==> src/rtl/onn_pkg.sv <==
// Shared constants for the ONN serial pattern interface: grid size,
// classification width and the transmitter's state encoding.
package onn_pkg;

    localparam int N_NEURONS = 15;
    localparam int PHASE_W   = 4;
    localparam int NUM_W     = 2;

    localparam logic [1:0] IDLE   = 2'd0;
    localparam logic [1:0] SHIFT  = 2'd1;
    localparam logic [1:0] SETTLE = 2'd2;

endpackage

==> src/rtl/onn_piso_shift.sv <==
// N-bit parallel-in/serial-out register, index 0 emitted first, with a
// registered serial output that drops to 0 once every bit has been shifted.
module onn_piso_shift
    import onn_pkg::*;
#(
    parameter int N = N_NEURONS
) (
    input  logic         sclk,
    input  logic         re,
    input  logic         load,
    input  logic         shift,
    input  logic [N-1:0] par_in,
    output logic         ser_out
);

    logic [N-1:0] sr;

    // The load places bit 0 straight on ser_out so it appears in the first
    // load cycle; zero fill makes the shift after the last bit emit 0.
    always_ff @(posedge sclk) begin
        if (re) begin
            sr      <= '0;
            ser_out <= 1'b0;
        end else if (load) begin
            ser_out <= par_in[0];
            sr      <= {1'b0, par_in[N-1:1]};
        end else if (shift) begin
            ser_out <= sr[0];
            sr      <= {1'b0, sr[N-1:1]};
        end
    end

endmodule

==> src/rtl/onn_pattern_tx.sv <==
// Serial pattern transmitter: accepts a parallel pattern, shifts it into the
// ONN with load high, waits a settle interval and captures the classification.
module onn_pattern_tx
    import onn_pkg::*;
#(
    parameter int N             = N_NEURONS,
    parameter int SETTLE_CYCLES = 256,
    parameter int CNT_W         = 9
) (
    input  logic             sclk,
    input  logic             re,
    input  logic [N-1:0]     pat_in,
    input  logic             pat_valid,
    output logic             pat_ready,
    output logic             data_out,
    output logic             load_out,
    input  logic [NUM_W-1:0] num_in,
    output logic [NUM_W-1:0] result_num,
    output logic             result_valid,
    output logic             busy
);

    localparam logic [CNT_W-1:0] LAST_BIT  = CNT_W'(N - 1);
    localparam logic [CNT_W-1:0] LAST_WAIT = CNT_W'(SETTLE_CYCLES - 1);
    localparam logic [CNT_W-1:0] CNT_ONE   = CNT_W'(1);

    logic [1:0]       state;
    logic [CNT_W-1:0] bit_cnt;
    logic [CNT_W-1:0] wait_cnt;
    logic             accept;

    // pat_ready is a pure decode of the state register, so it carries no
    // combinational path from any input.
    assign pat_ready = (state == IDLE);
    assign busy      = (state == SHIFT) || (state == SETTLE);
    assign accept    = pat_ready && pat_valid;

    onn_piso_shift #(.N(N)) u_piso (
        .sclk    (sclk),
        .re      (re),
        .load    (accept),
        .shift   (state == SHIFT),
        .par_in  (pat_in),
        .ser_out (data_out)
    );

    always_ff @(posedge sclk) begin
        if (re) begin
            state        <= IDLE;
            bit_cnt      <= '0;
            wait_cnt     <= '0;
            load_out     <= 1'b0;
            result_num   <= '0;
            result_valid <= 1'b0;
        end else begin
            // NOTE: default-low then set in one branch makes a single-cycle pulse.
            result_valid <= 1'b0;
            case (state)
                IDLE: begin
                    if (pat_valid) begin
                        state    <= SHIFT;
                        bit_cnt  <= '0;
                        load_out <= 1'b1;
                    end
                end
                SHIFT: begin
                    if (bit_cnt == LAST_BIT) begin
                        state    <= SETTLE;
                        wait_cnt <= '0;
                        load_out <= 1'b0;
                    end else begin
                        bit_cnt <= bit_cnt + CNT_ONE;
                    end
                end
                SETTLE: begin
                    if (wait_cnt == LAST_WAIT) begin
                        state        <= IDLE;
                        result_num   <= num_in;
                        result_valid <= 1'b1;
                    end else begin
                        wait_cnt <= wait_cnt + CNT_ONE;
                    end
                end
                default: begin
                    state    <= IDLE;
                    load_out <= 1'b0;
                end
            endcase
        end
    end

endmodule

==> config.mk <==
export PLATFORM = sky130hd
export DESIGN_NAME = onn_pattern_tx
export DESIGN_NICKNAME = d
export VERILOG_FILES = /design/src/rtl/onn_pkg.sv /design/src/rtl/onn_piso_shift.sv /design/src/rtl/onn_pattern_tx.sv
export SDC_FILE = /design/constraint.sdc
export NUM_CORES = 1
export LEC_CHECK = 0
export ABC_AREA = 0
export CORE_MARGIN = 5
export CORE_UTILIZATION = 58
export DETAILED_ROUTE_END_ITERATION = 10
export HOLD_SLACK_MARGIN = 0.1
export PLACE_DENSITY = 0.91
export RECOVER_POWER = 100
export SYNTH_ARGS = -nofsm -noshare
export SYNTH_HDL_FRONTEND = slang
export SYNTH_SLANG_ARGS = --single-unit
==> constraint.sdc <==
create_clock -name sclk -period 4.3 [get_ports sclk]
set_input_delay 0.86 -clock sclk [delete_from_list [all_inputs] [get_ports sclk]]
set_output_delay 0.86 -clock sclk [all_outputs]
set_load 0.01 [all_outputs]
==> metrics.md <==
| Metric | Value |
|---|---|
| Clock Power Share | `24.6%` |
| Hold Vio Cnt, Final | `0` |
| Sw Share | `29.9%` |
| Critical path's top delay family | `compound AO/OA/AOI/OAI gates` |
| TritonCTS buffer count | `5` |
| I/O Buffers | `26` |
| Routed WL | `4230 um` |
| Async SR Flop Fraction | `0%` |
| Die Area | `about 0.0048 mm^2` |
| Clk sinks | `39` |
| Critical Path Sink Type | `flip-flop` |
| Met2 usage | `31.0%` |
| Clk_skew | `7.84 ps` |
| Area Growth Syn to Fin | `15.8%` |
| Resize count post-CTS | `0` |
| Hold Path Cell Cnt | `2` |
| Post-route DRC | `0` |
| Synth top area cells | `dfxtp_1, mux2i_1, a211oi_1` |
| First-pass GRT wire length | `7310 um` |
| Switching power | `218 uW` |
| Seq/Total Area, Yosys | `38.6%` |
| Largest net degree at the start of global routing | `33` |
| Mean routed wirelength per cell | `14.0 um` |
| CP max stage delay | `~950 ps` |
| DRT iter0 DRCs | `85` |
| Highest clock rate | `345 MHz` |
| Slew Limit Fails | `0` |
| Post-synth top area cell | `dfxtp_1` |
| Final Core Density | `69.6%` |
| Aggregate global routing overflow | `0` |
| Vias in the first global route | `1653` |
| Slew headroom | `24.2%` |
| Max H-tree Level | `2` |
| Fill cell count | `approximately 280` |
| Via count | `1772` |
| I/O pins | `27` |
| Met1 GRT Util | `approximately 22%` |
| Reg2Reg Depth | `6` |
| PD cells | `312 mW/mm^2` |
| DP HPWL | `approximately 3000 um` |
| Max Cap Viol | `0` |
| Number of flops mapped to enable cells by yosys | `0` |
| Commonest non-fill, non-tap cell in the layout | `dfxtp_1` |
| Comb pwr share | `21.2%` |
| Period minus WS final | `2900 ps` |
| Rows | `21` |
| Synth unique cells | `40` |
| Final period util | `67.4%` |
| RR Startpoint | `state[1]` |
| DRT Pass-1 Iters | `4` |
| Worst-Margin Slew | `~1100 ps` |
| Reg2Reg Setup Slack | `1400 ps` |
| Hold buffer count at cts | `0` |
| CP Class | `reg -> reg` |
| Post-Syn Nets | `262` |
| Worst hold endpoint | `result_num[0]` |
| R2r endpoint | `wait_cnt[1]` |
| Setup crit start kind | `flip-flop` |
| Worst-path clk slew | `110 ps` |
| Required time worst endpoint | `4590 ps` |
| Pleak | `0.000772 uW` |
| Via/cell ratio | `5.87` |
| TNS Setup | `0 ps` |
| Antenna diodes | `0` |
| Dominant synthesized flop cell | `dfxtp_1` |
| RSZ-0062 raised after global routing | `no` |
| Yosys top cell area share | `38.6%` |
| Final ANT Viol Nets | `0` |
| CP Max Fanout | `21` |
| Final setup viols | `0` |
| Crit path buffers/inverters | `2` |
| Core footprint | `0.00336 mm^2` |
| CTS max path bufs | `2` |
| Tot GR Track Use | `18.1%` |
| Global-route met3 utilization | `4.94%` |
| VDD IR max | `0.242 mV` |
| Crit-path slowest cell | `a21oi_1` |
| Antenna violations before repair | `0` |
| Outcome | `finished clean` |
| Most frequent cells in the layout | `dfxtp_1, nor2_1, a21oi_1` |
| Cell area after synthesis | `between 0.002 and 0.0025 mm^2` |
| Global routing's busiest layer | `met2` |
| Hold Path Class | `reg -> reg` |
| Sequential Power Share | `between 50 and 60%` |
| Ys Warns | `0` |
| Chip Width | `69.0 um` |
| Hold_sp | `result_num[0]` |
| Root Driver | `clkbuf_4` |
| Initial Util | `60.1%` |
| Average size of a mapped cell | `8.64 um^2` |
| Cell-internal power | `512 uW` |
| GPL Wtd Cong | `between 0.8 and 0.9` |
| Post-CTS setup buffers | `0` |
| Insertion delay to the later sink of the worst-skew pair | `350 ps` |
| CTS tree | `yes` |
| Critical Path AT | `around 3200 ps` |
| Final net count | `about 280` |
| Synth Instances | `234` |
| Die Y-Extent | `69.0 um` |
| Share of layout cells above drive strength 1 | `under 10%` |
| Flops & latches, synth | `39` |
| Crit-path cells | `inv_1 > ha_1 > inv_1 > a21oi_1 > o21ai_0 > a21oi_1` |
synth_stat cells, types with 6 or more instances:
| cell | instances |
|---|---|
| dfxtp_1 | 39 |
| a21oi_1 | 18 |
| or4_1 | 6 |
| ha_1 | 8 |
| nor2_1 | 22 |
| mux2i_1 | 15 |
| a211oi_1 | 15 |
| o21ai_1 | 8 |
| inv_1 | 9 |
| clkbuf_1 | 10 |
| nand3_1 | 13 |
| nand2_1 | 15 |
flip-flops by register name, indices dropped and copies added, names as in the netlist:
register and cells:
state 2, result_valid 1, bit_cnt 9, u_piso.ser_out 1
u_piso.sr 14, wait_cnt 9, result_num 2, load_out 1
final cells by class:
type / count / area, um^2 / area share (%)
clock buffer: 7 / 45.0 / 1.93
timing repair buffer: 28 / 272 / 11.6
tap: 46 / 57.6 / 2.46
inverter: 9 / 33.8 / 1.44
sequential: 39 / 781 / 33.4
clock inverter: 1 / 5.00 / 0.214
multi-input combinational: 172 / 1150 / 49.0
layer usage:
metal | routed length [um] | part of all wire [%]
met4 | 63 | 1.5
met3 | 233 | 5.5
met1 | 1960 | 46
met2 | 1970 | 47
met5 | 0 | 0
worst min-delay path, delay by kind of cell (launching register included):
| family | cells | cell delay (ps) |
|---|---|---|
| flip-flops | 1 | 330 |
| AND/OR/NAND/NOR | 1 | 50 |
| AO/OA/AOI/OAI | 1 | 50 |
through the flow:
stage	total power (uW)	instances	setup WS [ps]	instance area, um^2	hold WS (ps)
4_1_cts	737	302	1630	2350	471
5_1_grt	770	302	1040	2340	495
3_5_place_dp	561	294	1530	2300	455
2_1_floorplan	508	234	2330	2020	453
3_3_place_gp	555	294	1610	2300	447
6_report	730	302	1400	2340	467
cells by family (layout without fill, tap and decap cells):
family	count (synthesis)	after routing	synth area share, %
adders and majority gates	8	8	4.95
buffers and inverters	23	45	4.46
DFF	39	39	38.6
muxes	17	17	8.54
and+or+nand+nor	81	81	22.3
AOI/OAI and AO/OA	66	66	21.1
power groups by stage:
stage	Combinational (uW)	Sequential, uW	Clock (uW)
floorplan	107	401	0
global placement	153	402	0
detailed placement	158	404	0
CTS	159	395	183
global route	170	398	203
finish	155	395	180
worst max-delay path by stage:
stage,to,slack [ps],startpoint,depth (start not counted)
global route,wait_cnt[3],1040,state[1],6
global placement,bit_cnt[8],1610,pat_valid,5
CTS,pat_ready,1630,state[0],3
detailed placement,bit_cnt[4],1530,pat_valid,5
floorplan,wait_cnt[5],2330,wait_cnt[0],8
finish,wait_cnt[1],1400,state[1],6
Power figures use the tool's default switching activity.
